$ cat src/rtl/cdb_pkg.sv
// Shared CDB definitions: default widths, the null tag, and the broadcast beat
// type that the arbiter, the reservation stations and the ROB snoop logic agree on.
package cdb_pkg;

   localparam int unsigned CDB_ROBEN_W = 5;
   localparam int unsigned CDB_DATA_W  = 32;

   // ROB tag 0 means "no tag"; nothing carrying it is ever broadcast
   localparam int unsigned NULL_ROBEN  = 0;

   typedef struct packed {
      logic [CDB_ROBEN_W-1:0] roben;
      logic [CDB_DATA_W-1:0]  val;
   } cdb_beat_t;

endpackage

$ cat src/rtl/cdb_arbiter_if.sv
// Requester / CDB bundle between the functional units and the CDB arbiter.
// The master side belongs to the FUs (and the flush source); the slave side
// belongs to the arbiter, which drives the grants and the two CDB ports.
interface cdb_arbiter_if #(
   parameter int unsigned NUM_REQ = 4,
   parameter int unsigned ROBEN_W = cdb_pkg::CDB_ROBEN_W,
   parameter int unsigned DATA_W  = cdb_pkg::CDB_DATA_W
);

   logic                       flush;
   logic [NUM_REQ-1:0]         req_valid;
   logic [NUM_REQ*ROBEN_W-1:0] req_roben;
   logic [NUM_REQ*DATA_W-1:0]  req_val;
   logic [NUM_REQ-1:0]         req_ready;
   logic [ROBEN_W-1:0]         CDB_ROBEN1;
   logic [DATA_W-1:0]          CDB_ROBEN1_VAL;
   logic [ROBEN_W-1:0]         CDB_ROBEN2;
   logic [DATA_W-1:0]          CDB_ROBEN2_VAL;

   modport master (
      output flush, req_valid, req_roben, req_val,
      input  req_ready, CDB_ROBEN1, CDB_ROBEN1_VAL, CDB_ROBEN2, CDB_ROBEN2_VAL
   );

   modport slave (
      input  flush, req_valid, req_roben, req_val,
      output req_ready, CDB_ROBEN1, CDB_ROBEN1_VAL, CDB_ROBEN2, CDB_ROBEN2_VAL
   );

endinterface

$ cat src/rtl/cdb_arbiter_rr_pick.sv
// Combinational find-first-set over a mask, scanning base, base+1, ... mod N.
module rr_pick #(
   parameter int unsigned N = 4,
   parameter int unsigned W = (N > 1) ? $clog2(N) : 1
) (
   input  logic [N-1:0] mask,
   input  logic [W-1:0] base,
   output logic         found,
   output logic [W-1:0] idx
);

   // Walk the mask in rotated order and keep the first set position
   always_comb begin
      found = 1'b0;
      idx   = '0;
      for (int unsigned k = 0; k < N; k++) begin
         int unsigned j;
         j = (32'(base) + k) % N;
         if (!found && mask[j]) begin
            found = 1'b1;
            idx   = W'(j);
         end
      end
   end

endmodule

$ cat src/rtl/cdb_arbiter.sv
// Two-port common-data-bus arbiter: grants up to two FU results per cycle
// under rotating priority and broadcasts them from registers for one cycle.
module cdb_arbiter
   import cdb_pkg::*;
#(
   parameter int unsigned NUM_REQ = 4,
   parameter int unsigned ROBEN_W = CDB_ROBEN_W,
   parameter int unsigned DATA_W  = CDB_DATA_W
) (
   input  logic          clk,
   input  logic          rst,
   cdb_arbiter_if.slave  bus
);

   localparam int unsigned PW = (NUM_REQ > 1) ? $clog2(NUM_REQ) : 1;

   logic [PW-1:0]      ptr;
   logic [PW-1:0]      ptr_nx;
   logic [PW-1:0]      base2;
   logic [PW-1:0]      idx1;
   logic [PW-1:0]      idx2;
   logic [PW-1:0]      last;
   logic [PW:0]        last_inc;
   logic               found1;
   logic               found2;
   logic [NUM_REQ-1:0] elig;
   logic [NUM_REQ-1:0] zero_tag;
   logic [NUM_REQ-1:0] mask2;
   logic [NUM_REQ-1:0] grant;
   logic [ROBEN_W-1:0] tag_of [NUM_REQ];
   logic [DATA_W-1:0]  val_of [NUM_REQ];

   // Unpack the requester slices and classify each one
   always_comb begin
      elig     = '0;
      zero_tag = '0;
      for (int unsigned i = 0; i < NUM_REQ; i++) begin
         tag_of[i]   = bus.req_roben[i*ROBEN_W +: ROBEN_W];
         val_of[i]   = bus.req_val[i*DATA_W +: DATA_W];
         elig[i]     = bus.req_valid[i] && (tag_of[i] != ROBEN_W'(NULL_ROBEN));
         zero_tag[i] = bus.req_valid[i] && (tag_of[i] == ROBEN_W'(NULL_ROBEN));
      end
   end

   rr_pick #(.N(NUM_REQ), .W(PW)) u_pick1 (
      .mask  (elig),
      .base  (ptr),
      .found (found1),
      .idx   (idx1)
   );

   // Second scan starts just past the first pick; everything between ptr and
   // the first pick is already known ineligible, so the wrap cannot re-find it.
   always_comb begin
      base2 = idx1 + 1'b1;
      mask2 = '0;
      for (int unsigned i = 0; i < NUM_REQ; i++) begin
         mask2[i] = elig[i] && (PW'(i) != idx1);
      end
   end

   rr_pick #(.N(NUM_REQ), .W(PW)) u_pick2 (
      .mask  (mask2),
      .base  (base2),
      .found (found2),
      .idx   (idx2)
   );

   // Grants: both picks plus any tag-0 request, which is drained silently
   always_comb begin
      grant = '0;
      if (rst && !bus.flush) begin
         grant = zero_tag;
         if (found1) grant[idx1] = 1'b1;
         if (found2) grant[idx2] = 1'b1;
      end
      bus.req_ready = grant;
   end

   // Priority moves to just after the last real pick, wrapping at NUM_REQ
   always_comb begin
      last     = found2 ? idx2 : idx1;
      last_inc = {1'b0, last} + 1'b1;
      ptr_nx   = (last_inc == (PW+1)'(NUM_REQ)) ? '0 : last_inc[PW-1:0];
   end

   // Pointer and registered CDB ports; reset beats flush, flush blanks the bus
   always_ff @(posedge clk) begin
      if (!rst) begin
         ptr                <= '0;
         bus.CDB_ROBEN1     <= '0;
         bus.CDB_ROBEN1_VAL <= '0;
         bus.CDB_ROBEN2     <= '0;
         bus.CDB_ROBEN2_VAL <= '0;
      end else if (bus.flush) begin
         bus.CDB_ROBEN1     <= '0;
         bus.CDB_ROBEN1_VAL <= '0;
         bus.CDB_ROBEN2     <= '0;
         bus.CDB_ROBEN2_VAL <= '0;
      end else begin
         if (found1) ptr <= ptr_nx;
         bus.CDB_ROBEN1     <= found1 ? tag_of[idx1] : '0;
         bus.CDB_ROBEN1_VAL <= found1 ? val_of[idx1] : '0;
         bus.CDB_ROBEN2     <= found2 ? tag_of[idx2] : '0;
         bus.CDB_ROBEN2_VAL <= found2 ? val_of[idx2] : '0;
      end
   end

endmodule

$ cat src/flat_wrapper.sv
// flat-port wrapper written by rule: the top's interface ports become plain ports
module cdb_arbiter_flat import cdb_pkg::*;
#(
   parameter int unsigned NUM_REQ = 4,
   parameter int unsigned ROBEN_W = CDB_ROBEN_W,
   parameter int unsigned DATA_W  = CDB_DATA_W
)
  (clk, rst, bus_flush, bus_req_valid, bus_req_roben, bus_req_val, bus_req_ready, bus_CDB_ROBEN1, bus_CDB_ROBEN1_VAL, bus_CDB_ROBEN2, bus_CDB_ROBEN2_VAL);
  cdb_arbiter_if #(.NUM_REQ(NUM_REQ), .ROBEN_W(ROBEN_W), .DATA_W(DATA_W)) bus_i ();
  input  logic clk;
  input  logic rst;
  input wire logic [$bits(bus_i.flush)-1:0] bus_flush;
  input wire logic [$bits(bus_i.req_valid)-1:0] bus_req_valid;
  input wire logic [$bits(bus_i.req_roben)-1:0] bus_req_roben;
  input wire logic [$bits(bus_i.req_val)-1:0] bus_req_val;
  output wire logic [$bits(bus_i.req_ready)-1:0] bus_req_ready;
  output wire logic [$bits(bus_i.CDB_ROBEN1)-1:0] bus_CDB_ROBEN1;
  output wire logic [$bits(bus_i.CDB_ROBEN1_VAL)-1:0] bus_CDB_ROBEN1_VAL;
  output wire logic [$bits(bus_i.CDB_ROBEN2)-1:0] bus_CDB_ROBEN2;
  output wire logic [$bits(bus_i.CDB_ROBEN2_VAL)-1:0] bus_CDB_ROBEN2_VAL;
  assign bus_i.flush = bus_flush;
  assign bus_i.req_valid = bus_req_valid;
  assign bus_i.req_roben = bus_req_roben;
  assign bus_i.req_val = bus_req_val;
  assign bus_req_ready = bus_i.req_ready;
  assign bus_CDB_ROBEN1 = bus_i.CDB_ROBEN1;
  assign bus_CDB_ROBEN1_VAL = bus_i.CDB_ROBEN1_VAL;
  assign bus_CDB_ROBEN2 = bus_i.CDB_ROBEN2;
  assign bus_CDB_ROBEN2_VAL = bus_i.CDB_ROBEN2_VAL;
  cdb_arbiter #(.NUM_REQ(NUM_REQ), .ROBEN_W(ROBEN_W), .DATA_W(DATA_W)) u_core (.clk(clk), .rst(rst), .bus(bus_i));
endmodule
$ cat config.mk
export PLATFORM = sky130hd
export DESIGN_NAME = cdb_arbiter_flat
export DESIGN_NICKNAME = d
export VERILOG_FILES = /design/src/rtl/cdb_pkg.sv /design/src/rtl/cdb_arbiter_if.sv /design/src/rtl/cdb_arbiter_rr_pick.sv /design/src/rtl/cdb_arbiter.sv /design/src/flat_wrapper.sv
export SDC_FILE = /design/constraint.sdc
export NUM_CORES = 1
export LEC_CHECK = 0
export ABC_AREA = 1
export CAP_MARGIN = 20
export CORE_MARGIN = 2
export CORE_UTILIZATION = 35
export DETAILED_ROUTE_END_ITERATION = 8
export GPL_ROUTABILITY_DRIVEN = 0
export PLACE_DENSITY = 0.7
export SLEW_MARGIN = 10
export SYNTH_ARGS = -nofsm -noshare
export SYNTH_HDL_FRONTEND = slang
export SYNTH_SLANG_ARGS = --single-unit
$ cat constraint.sdc
create_clock -name clk -period 5.7 [get_ports clk]
set_input_delay 0.57 -clock clk [delete_from_list [all_inputs] [get_ports clk]]
set_output_delay 0.57 -clock clk [all_outputs]
set_load 0.02 [all_outputs]
==> impl_metrics.json <==
{
  "status": "finished clean",
  "final_common_cell": "clkdlybuf4s50_1",
  "synthFlopType": "dfxtp_1",
  "die_area_um2": 15500,
  "initial_utilization_pct": 35.4,
  "ys_ff_latch": 76,
  "avgSynthCellArea_um2": 6.52,
  "synth_top_area_share_pct": 29.9,
  "h-tree-depth": 3,
  "vias": 6141,
  "cts_tree": "done",
  "wl_per_cell_um": 16.7,
  "final-setup-viol-count": 0,
  "grt_pass1_vias": 5654,
  "syn_inst": 780,
  "fin_crit_sh_pct": 81.3,
  "required_ns": 5.13,
  "async_reset_ff_share_pct": 0,
  "post_drt_via_cell_ratio": 5.26,
  "cts-buffers-inserted": 9,
  "worstSetupEndpointType": "output pin",
  "hp-class": "register to register",
  "clock_skew_ns": 0.00367,
  "fin_tns_setup_ns": 0,
  "wl_um": 19500,
  "drt_iter0_markers": 665,
  "grt-ovfl-total": 0,
  "grt_pass1_wl_um": 30600,
  "finalHoldViolations": 0,
  "grt_usage_pct": 24.4,
  "drtAntennaViolNets": 0,
  "cts_root_buffer": "clkbuf_16",
  "stdcell_count": 1167,
  "cts.clk_slew.worst_paths_ns": 0.06,
  "cts_hold_buf": 0,
  "area_growth_pct": 51.6,
  "final_cell_mix": "clkdlybuf4s50_1, nand3_1, inv_1",
  "nNetsFinal": 1133,
  "crit_type": "input pin to output pin",
  "synth_area_leader_cell": "dfxtp_1",
  "r2r_slack_ns": 2.26,
  "port_buffers": 232,
  "first_pass_iters": 5,
  "drive_gt1_share_pct": 5.70,
  "maxSlewHeadroom_pct": 37.2,
  "cts-resized-gates": 0,
  "worst_slew_pin_slew_ns": 0.940,
  "synthTopCellsByArea": "dfxtp_1, nand3_1, a22oi_1",
  "drv_cap": 0,
  "finalMaxSlewViolations": 0,
  "cp-start-kind": "input pin",
  "timing.fmax_mhz": 216,
  "ios": 233,
  "die_h_um": 125,
  "arrival_ns": 4.07,
  "cts.sinks": 76,
  "rsz0062_at_grt": "no",
  "yosys_warnings": 0,
  "dpl.cell_count": 1151,
  "rows": 44,
  "grt_max_degree": 75,
  "die_w_um": 125,
  "cts_buffer_depth": 2,
  "post-cts-setup-buffers": 0,
  "synth-edff-count": 0,
  "diodes": 0,
  "yosysUniqueCellTypes": 26,
  "syn_area_um2": 5080,
  "clk_latency_ns": 0.35,
  "worstPathMaxFanout": 11,
  "period_minus_slack_ns": 4.64,
  "dp_hpwl_um": 13300,
  "fp.coreArea_um2": 14400,
  "antenna_found_initial": 0,
  "drc_errors": 0,
  "ys_seq_area_share_pct": 29.9,
  "postSynthNetCount": 935
}
-- cells in the mapped netlist, types with 3 or more instances --
| cell type | n |
|---|---|
| a22oi_1 | 74 |
| inv_2 | 6 |
| a21oi_1 | 79 |
| buf_1 | 6 |
| dfxtp_1 | 76 |
| nand3b_1 | 37 |
| nand2_4 | 3 |
| clkbuf_1 | 17 |
| nor2_1 | 15 |
| nand4_1 | 4 |
| nand3_1 | 144 |
| buf_2 | 21 |
| nand3_2 | 3 |
| nand2_1 | 129 |
| buf_6 | 8 |
| inv_1 | 130 |
| nand2_2 | 16 |
-- critical path, stage by stage --
cell	delay [ns]
clkdlybuf4s50_1	0.44
nor2_1	0.21
nand3_1	0.16
nand3_1	0.11
nand2_1	0.08
nand2_1	0.07
nand2_1	0.13
nand3_1	0.12
nand3_1	0.11
nand2_2	0.18
nand2_1	0.07
nand2_1	0.12
inv_1	0.07
nand2_2	0.10
nand2_4	0.08
nand3_1	0.09
nand2_1	0.09
nor2_4	0.34
nand3_1	0.11
a21oi_1	0.15
clkdlybuf4s50_1	0.65
-- final timing paths --
| kind | end | cells past startpoint | start |
|---|---|---|---|
| min reg2reg | u_core.ptr[1] | 4 | u_core.ptr[1] |
| max | bus_req_ready[0] | 21 | bus_req_roben[17] |
| max reg2reg | u_core.bus.CDB_ROBEN2_VAL[25] | 20 | u_core.ptr[0] |
| min | u_core.ptr[1] | 4 | u_core.ptr[1] |
-- registers in the layout, summed over array words and instances (netlist names) --
register	count
u_core.bus.CDB_ROBEN2_VAL	32
u_core.bus.CDB_ROBEN1	5
u_core.ptr	2
u_core.bus.CDB_ROBEN1_VAL	32
u_core.bus.CDB_ROBEN2	5
-- routing by layer --
metal / share of wire, % / up-vias / global-route usage (%)
li1: - / 2992 / -
met1: 42 / 2808 / 31.0
met2: 48 / 310 / 40.6
met3: 8.2 / 31 / 5.54
met4: 2.2 / 0 / 9.05
met5: 0 / - / 0
-- stage by stage --
step,utilization (%),hold slack (ns),setup WS [ns],cell area (um2)
after global placement,51.6,0.727,1.15,7410
final,53.6,0.732,1.06,7700
after detailed placement,51.6,0.719,1.08,7410
after floorplan,-,0.644,2.34,5080
after global routing,53.6,0.797,0.663,7700
after CTS,53.6,0.735,1.07,7700
-- layout make-up --
class                   instances  area [um2]
well taps                     184         230
flip-flops and latches         76        1520
clock inverters                 6        63.8
repair buffers                240        2380
inverters                     136         510
fillers                      1414        6670
multi-input cells             515        2770
clock buffers                  10         229
-- logic make-up after synthesis --
logic type	share of synthesized area, %
and+or+nand+nor	34.6
buffers and inverters	15.7
AOI/OAI and AO/OA	19.4
DFF	29.9
xor gates and xnor gates	0.320
Power is not shown: default switching activity piles up to over one toggle a cycle in this logic, so the estimate is an artifact.
